[src/rtl/unpack_pkg.sv]
// unpack_pkg: shared constants and state encoding for the unpack ingress arbiter
package unpack_pkg;
   localparam int DEF_DATA_WIDTH = 33;
   localparam int EOP_BIT = DEF_DATA_WIDTH - 1;
   typedef enum logic {ST_IDLE = 1'b0, ST_XFER = 1'b1} state_e;
   function automatic int eopBit(input int dataWidth);
      return dataWidth - 1;
   endfunction
endpackage

[src/rtl/rr_pick.sv]
// rr_pick: combinational round-robin picker, first requester above last wins, wrapping
module rr_pick #(
   parameter int NUM_PORTS = 4,
   parameter int PORT_W = $clog2(NUM_PORTS)
) (
   input  logic [NUM_PORTS-1:0] req,
   input  logic [PORT_W-1:0]    last,
   output logic [NUM_PORTS-1:0] grant,
   output logic [PORT_W-1:0]    idx,
   output logic                 any
);
   logic [NUM_PORTS-1:0] lowMask, upper;
   logic [2*NUM_PORTS-1:0] dbl;
   always_comb begin
      lowMask = (NUM_PORTS'(2) << last) - NUM_PORTS'(1);
      upper = req & ~lowMask;
      // upper half is the wrap-around copy, so the lowest set bit is the winner
      dbl = {req, upper};
      idx = '0;
      for (int i = 2*NUM_PORTS-1; i >= 0; i--)
         if (dbl[i]) idx = PORT_W'(i % NUM_PORTS);
      any = |req;
      grant = any ? NUM_PORTS'(1) << idx : '0;
   end
endmodule

[src/rtl/unpack_fifo_arbiter.sv]
// unpack_fifo_arbiter: packet-granular round-robin drain of ingress FIFOs into one
// registered output stage, with a watchdog that truncates runaway packets.
module unpack_fifo_arbiter
   import unpack_pkg::*;
#(
   parameter int NUM_PORTS = 4,
   parameter int DATA_WIDTH = 33,
   parameter int MAX_PKT_WORDS = 512,
   parameter int PORT_W = $clog2(NUM_PORTS),
   parameter int CNT_W = $clog2(MAX_PKT_WORDS+1)
) (
   input  logic                            iClk,
   input  logic                            iRst,
   input  logic [NUM_PORTS*DATA_WIDTH-1:0] iFifoData,
   input  logic [NUM_PORTS-1:0]            iFifoEmpty,
   output logic [NUM_PORTS-1:0]            oFifoREn,
   output logic [DATA_WIDTH-1:0]           oData,
   output logic                            oVld,
   input  logic                            iRdy,
   output logic [NUM_PORTS-1:0]            oGrant,
   output logic                            oBusy,
   output logic                            oErrTrunc
);
   localparam int EOP = eopBit(DATA_WIDTH);
   state_e state;
   logic [PORT_W-1:0] gIdx, last, pickIdx;
   logic [NUM_PORTS-1:0] req, pickGrant;
   logic [CNT_W-1:0] cnt;
   logic [DATA_WIDTH-1:0] word;
   logic pickAny, pop, isEop, trunc;
   assign req = ~iFifoEmpty;
   assign word = iFifoData[int'(gIdx)*DATA_WIDTH +: DATA_WIDTH];
   assign pop = state == ST_XFER && !iFifoEmpty[gIdx] && (!oVld || iRdy);
   assign isEop = word[EOP];
   assign trunc = !isEop && cnt == CNT_W'(MAX_PKT_WORDS-1);
   assign oFifoREn = pop ? oGrant : '0;
   assign oBusy = state == ST_XFER;
   rr_pick #(.NUM_PORTS(NUM_PORTS), .PORT_W(PORT_W)) uPick (
      .req(req),
      .last(last),
      .grant(pickGrant),
      .idx(pickIdx),
      .any(pickAny)
   );
   always_ff @(posedge iClk or posedge iRst)
      if (iRst) begin
         state <= ST_IDLE;
         gIdx <= '0;
         last <= PORT_W'(NUM_PORTS-1);
         cnt <= '0;
         oGrant <= '0;
         oData <= '0;
         oVld <= 1'b0;
         oErrTrunc <= 1'b0;
      end else begin
         oErrTrunc <= pop && trunc;
         if (pop) begin
            oData <= {isEop | trunc, word[EOP-1:0]};
            oVld <= 1'b1;
         end else if (iRdy)
            oVld <= 1'b0;
         if (state == ST_IDLE) begin
            if (pickAny) begin
               state <= ST_XFER;
               oGrant <= pickGrant;
               gIdx <= pickIdx;
            end
         end else if (pop) begin
            if (isEop || trunc) begin
               state <= ST_IDLE;
               oGrant <= '0;
               last <= gIdx;
               cnt <= '0;
            end else
               cnt <= cnt + 1'b1;
         end
      end
endmodule

[config.mk]
export PLATFORM = sky130hd
export DESIGN_NAME = unpack_fifo_arbiter
export DESIGN_NICKNAME = d
export VERILOG_FILES = /design/src/rtl/unpack_pkg.sv /design/src/rtl/rr_pick.sv /design/src/rtl/unpack_fifo_arbiter.sv
export SDC_FILE = /design/constraint.sdc
export NUM_CORES = 1
export LEC_CHECK = 0
export ABC_AREA = 1
export ABC_CLOCK_PERIOD_IN_PS = 1700
export CAP_MARGIN = 5
export CORE_MARGIN = 8
export CORE_UTILIZATION = 36
export CTS_CLUSTER_DIAMETER = 50
export DETAILED_ROUTE_END_ITERATION = 16
export PLACE_DENSITY = 0.83
export SLEW_MARGIN = 20
export SYNTH_ARGS = -nofsm -noshare
export SYNTH_HDL_FRONTEND = slang
export SYNTH_SLANG_ARGS = --single-unit
export TNS_END_PERCENT = 20
[constraint.sdc]
create_clock -name iClk -period 1.7 [get_ports iClk]
set_input_delay 0.34 -clock iClk [delete_from_list [all_inputs] [get_ports iClk]]
set_output_delay 0.34 -clock iClk [all_outputs]
set_load 0.1 [all_outputs]
# [Word level (Yosys, flattened, before mapping)]
# Cells that the tools add are included.
[totals] reg_bits=54 inputBits=139 out_inout_bits=44 word_cells=61
[op_classes] addsub=2 mul=1 magnitude_cmp=1 n_eq_ne=3 n_shift=3 mux=22 n_bitwise=5 reduce_logical=16
[op_table] cell="variable part select 132 x 9 -> 33 bit" count=1
[op_table] cell="two-way mux 4 bit" count=5
[op_table] cell="two-way mux 2 bit" count=8
[op_table] cell="adder 10 x 1 -> 10 bit (second input constant)" count=1
[op_table] cell="== test 10 x 9 -> 1 bit (second input constant)" count=1
[op_table] cell="two-way mux 10 bit" count=1
[op_table] cell="multiplier 2 x 6 -> 8 bit (second input constant)" count=1
[op_table] cell="NOT 4 bit" count=2
[op_table] cell="two-way mux 1 bit" count=7
[op_table] cell="AND reduction 3 bit" count=2
[op_table] cell="bitwise AND 4 bit" count=1
[op_table] cell="logical AND 1 bit" count=4
[op_table] cell="!= test 2 x 1 -> 1 bit (second input constant)" count=2
[op_table] cell="AND reduction 2 bit" count=2
[op_table] cell="nonzero test 2 bit" count=2
[op_table] cell="OR reduction 4 bit" count=1
[op_table] cell="left shift 1 x 2 -> 4 bit (first input constant)" count=1
[op_table] cell="left shift 2 x 2 -> 4 bit (first input constant)" count=1
[op_table] cell="subtractor 4 x 2 -> 4 bit (second input constant)" count=1
[op_table] cell="zero test 1 bit" count=3
[op_table] cell="less-than comparator 2 x 3 -> 1 bit (second input constant)" count=1
[op_table] cell="binary-select mux 1 bit (select 2 bit)" count=1
[op_table] cell="logical OR 1 bit" count=2
[op_table] cell="NOT 1 bit" count=1
[op_table] cell="OR 1 bit" count=1

# [Logic depth before layout (Yosys ltp)]
[logic_depth] depth_word=12 mapped_depth=9 depth_no_buf=9

# [Modules after synthesis]
# Synthesis repeated with hierarchy kept, for this count alone.
[hier_totals] cells_unflattened=504 area_unflattened_um2=3389.5
[modules_own_cells] module="unpack_fifo_arbiter" n_inst=1 cells_each=476 area_per_inst_um2=3249.4 seq_area_each_um2=1353.8
[modules_own_cells] module="rr_pick" n_inst=1 cells_each=28 area_per_inst_um2=140.1 seq_area_each_um2=0.0

# [Worst setup path before layout]
# Ideal clock, no wire load.
[synth_path] path_type="flip-flop to output port" from="reg state, in the netlist oBusy" to="out oFifoREn[0]" arrival_time_ns=2.892 required_ns=1.360 setup_slack_ns=-1.532 path_stages_with_launch=6 path_buffers=1 path_cell_list="dfrtp_1 -> nand2_1 -> nor2_2 -> nand2_2 -> buf_2 -> nor2_1"
[synth_between] elab_chain_len=3
[synth_lines] element="start: declaration" line="unpack_fifo_arbiter.sv:25" source="state_e state;"
[synth_lines] element="start signal: assignment" line="unpack_fifo_arbiter.sv:47" source="state <= ST_IDLE;"
[synth_lines] element="start signal: assignment" line="unpack_fifo_arbiter.sv:64" source="state <= ST_XFER;"
[synth_lines] element="start signal: assignment" line="unpack_fifo_arbiter.sv:70" source="state <= ST_IDLE;"
[synth_lines] element="logical AND 1 bit (2 in a row)" line="unpack_fifo_arbiter.sv:33" source="assign pop = state == ST_XFER && !iFifoEmpty[gIdx] && (!oVld || iRdy);"
[synth_lines] element="two-way mux 4 bit" line="unpack_fifo_arbiter.sv:36" source="assign oFifoREn = pop ? oGrant : '0;"
[synth_lines] element="end: declaration" line="unpack_fifo_arbiter.sv:16" source="output logic [NUM_PORTS-1:0] oFifoREn,"
# No other way between the ends.

# [Final worst setup path]
[layout_path] from="reg gIdx[0]" to="out oFifoREn[2]"
[layout_between] elab_chain_len=6
[layout_lines] element="start: declaration" line="unpack_fifo_arbiter.sv:26" source="logic [PORT_W-1:0] gIdx, last, pickIdx;"
[layout_lines] element="start signal: assignment" line="unpack_fifo_arbiter.sv:66" source="gIdx <= pickIdx;"
[layout_lines] element="binary-select mux 1 bit (select 2 bit)" line="unpack_fifo_arbiter.sv:33"
[layout_lines] element="two-way mux 1 bit (not written as such)" line="unpack_fifo_arbiter.sv:33"
[layout_lines] element="zero test 1 bit" line="unpack_fifo_arbiter.sv:33"
[layout_lines] element="logical AND 1 bit (2 in a row)" line="unpack_fifo_arbiter.sv:33"
[layout_lines] element="two-way mux 4 bit" line="unpack_fifo_arbiter.sv:36"
# No other way between the ends. The select of a mux whose other input is x is not followed.

==> flow_summary.ini <==
[worst_hold_path]
hold_path_class = input port to asynchronous set/reset pin

[logic_synthesis]
post-synth-top-area-fraction_pct = 38.8
avgSynthCellArea_sq_um = 6.77
synth_common_cells = 160 x nand2_1, 82 x nor2_1, 73 x o21ai_0, 52 x dfrtp_1, 32 x o22ai_1
ys.flop_type = dfrtp_1
synth.yosys.warnings = 0
synth_edf_count = 0
syn-instance-count = 496
yosys.cell_count.top_type = nand2_1
synth_area_leaders = dfrtp_1 39%, nand2_1 18%, o21ai_0 11%
synth_top_cell_by_area = dfrtp_1
yosysSeqAreaShare_pct = 40.3
yosysUniqueCellTypes = 28
synth_seq_cells = 54
async_flop_share_pct = 100
synth_nets = 636
netlist_area_sq_mm = 0.00336

[timing]
relSlewSlack_pct = 74.4
report.final.slew_viol_count = 0
hold_ws_ns = 0.354
worst_slack_ns = -0.250
skew_ns = 0.0157
setup_violations = 4
period_minus_slack_ns = 1.95
rsz0062_at_grt = true
worst_pin_slew_ns = 0.384
final-hold-violation-count = 0
max_freq_mhz = 513
post-route-period-util_pct = 115

[floorplanning]
die_w_microns = 113
fp.dieArea_sq_mm = 0.0127
core_sq_mm = 0.00915
ios = 183
die-height_microns = 113
rows = 35
initial_core_util_pct = 36.7

[global_route]
top_usage_layer = met2
grt_pass1_wl_microns = 20300
antenna_found_initial = 0
overflow = 0
grt_max_degree = 55
track_usage_pct = 19.9
use_met2_pct = 35.0
grt_pass1_vias = 4342
use_met1_pct = 19.7
grt_use_met3_pct = 7.41

[routing]
drc = 0
drtIter0Drc = 259
wl_per_cell_microns = 16.2
num_vias = 4110
ant_nets = 0
wl_microns = 12900
via_per_inst = 5.17
dr.pass1.iters = 4

[run_status]
status = finished with violations
violations = setup timing

[critical_path]
start_kind = register
end_kind = output pin
cpMaxStageDelayCell = dfrtp_2
required_ns = 1.36
rrSetupSlack_ns = 0.05
critPathMaxStageDelay_ns = 0.46
crit_path_start = gIdx[0]
setup.worst_path.end = oFifoREn[2]
cp.arrival_ns = 1.61
path_depth = 8
critPathTopFamily = simple AND/OR/NAND/NOR gates
crit_buf_inv = 2
cp_max_fo = 6
r2r_start = gIdx[0]
critPathKind = register to output pin
path_cells = inv_2 -> nand2_2 -> nand3_2 -> nand2_4 -> nor2_4 -> nand2_4 -> nor2_4 -> buf_12
reg2reg_to = cnt[6]
r2r_cells = 8

[cts]
clk_latency_ns = 0.32
cts-buffers-inserted = 5
hold_buffers = 0
clock_path_buffers = 2
htreeDepth = 2
clk_pin_slew_ns = 0.11
clock_sinks = 54
tritoncts = done
cts_root_buf = clkbuf_8

[power_and_ir_drop]
swShare_pct = 56.4
p_seq_share_pct = 18.8
power_frac_clock_pct = 5.5
leakage_uw = 0.00269
p_switching_uw = 7430
pwr-share-comb_pct = 75.7
power_uw = 13200
p_int_uw = 5750
power_density_mw_per_mm2 = 2180
ir_drop_mv = 1.02

[placed_design]
port_buffers = 182
dp_hpwl_microns = 9930
gp_congestion = 0.887

[layout]
nNetsFinal = 822
num-fill-cells = 708
synthToLayoutAreaGrowth_pct = 80.5
drive_above_1_share_pct = 15.5

[job]
maxCapViolCount = 0
[how the worst min path moves through the flow]
stage / startpoint / end / slack [ns] / depth (start not counted)
2_1_floorplan: last[0] / last[0] / 0.47 / 2
3_3_place_gp: last[0] / last[0] / 0.48 / 2
3_5_place_dp: last[0] / last[0] / 0.50 / 2
4_1_cts: iRst / oGrant[2] / 0.39 / 3
5_1_grt: iRst / oData[32] / 0.40 / 3
6_report: iRst / oGrant[2] / 0.35 / 3
[state kept, by name, indices dropped and copies added, names as in the netlist]
name / count
oVld: 1
oErrTrunc: 1
oBusy: 1
gIdx: 2
oGrant: 4
oData: 33
last: 2
cnt: 10
[layout by cell type, fill, tap and decap left out, types with 3 or more instances in the layout]
master,count
nand4_1,3
o21ai_0,71
nor2_1,78
inv_1,18
o21ai_1,6
clkbuf_8,5
dfrtp_1,49
o22ai_1,32
dlygate4sd2_1,3
xor2_1,3
nor2_4,5
buf_4,19
buf_6,3
clkdlybuf4s50_1,135
dfrtp_2,3
nand2_1,157
buf_12,48
nand3_1,18
[final cells by class]
class                           count  area, sq um  share of cell area (%)
Clock inverter                      3         21.3                   0.351
Timing Repair Buffer              210         2560                    42.3
Antenna cell                        1         2.50                  0.0413
Clock buffer                        5         68.8                    1.14
Multi-Input combinational cell    390         1820                    30.1
Tap cell                          111          139                    2.29
Sequential cell                    54         1360                    22.4
Inverter                           21         81.3                    1.34
[tightest hold or removal path, cell delays in order]
cell and delay, ns:
clkdlybuf4s50_1 0.41, inv_2 0.07, buf_12 0.25
[power groups by stage]
stage	Sequential [uW]	Clock, uW	Combinational, uW
6_report	2480	723	9990
3_5_place_dp	2510	0	9670
2_1_floorplan	5320	0	3220
4_1_cts	2480	746	9810
5_1_grt	2540	778	10600
3_3_place_gp	2480	0	9460
[metrics by stage]
step	cell area, sq um	setup WS, ns	util [%]	instances	TNS [ns]
floorplan	3420	-0.316	-	496	-1.36
global placement	5870	-0.278	64.1	781	-11.00
detailed placement	5870	-0.344	64.1	781	-15.42
CTS	5990	-0.276	65.5	793	-1.01
global route	6060	-0.311	66.2	794	-1.58
finish	6060	-0.250	66.2	795	-0.951
[kinds of logic after synthesis]
| family | synth area share [%] |
|---|---|
| xor+xnor | 0.783 |
| simple gates | 32.6 |
| buf+inv | 7.27 |
| fa+ha+maj | 0.373 |
| flops | 40.3 |
| compound gates | 18.7 |
[routing by layer]
layer,share of wire [%],up-vias
li1,-,1997
met1,37,1897
met4,4.4,0
met5,0,-
met2,50,174
met3,8.8,42
[timing repair]
item	CTS	global route
resized for setup	8	6
endpoints found under the setup margin	9	55
buffers inserted	4	0
hold endpoints to repair	0	0
cloned	0	2
pin swaps	7	7
(Power assumes the default switching activity.)
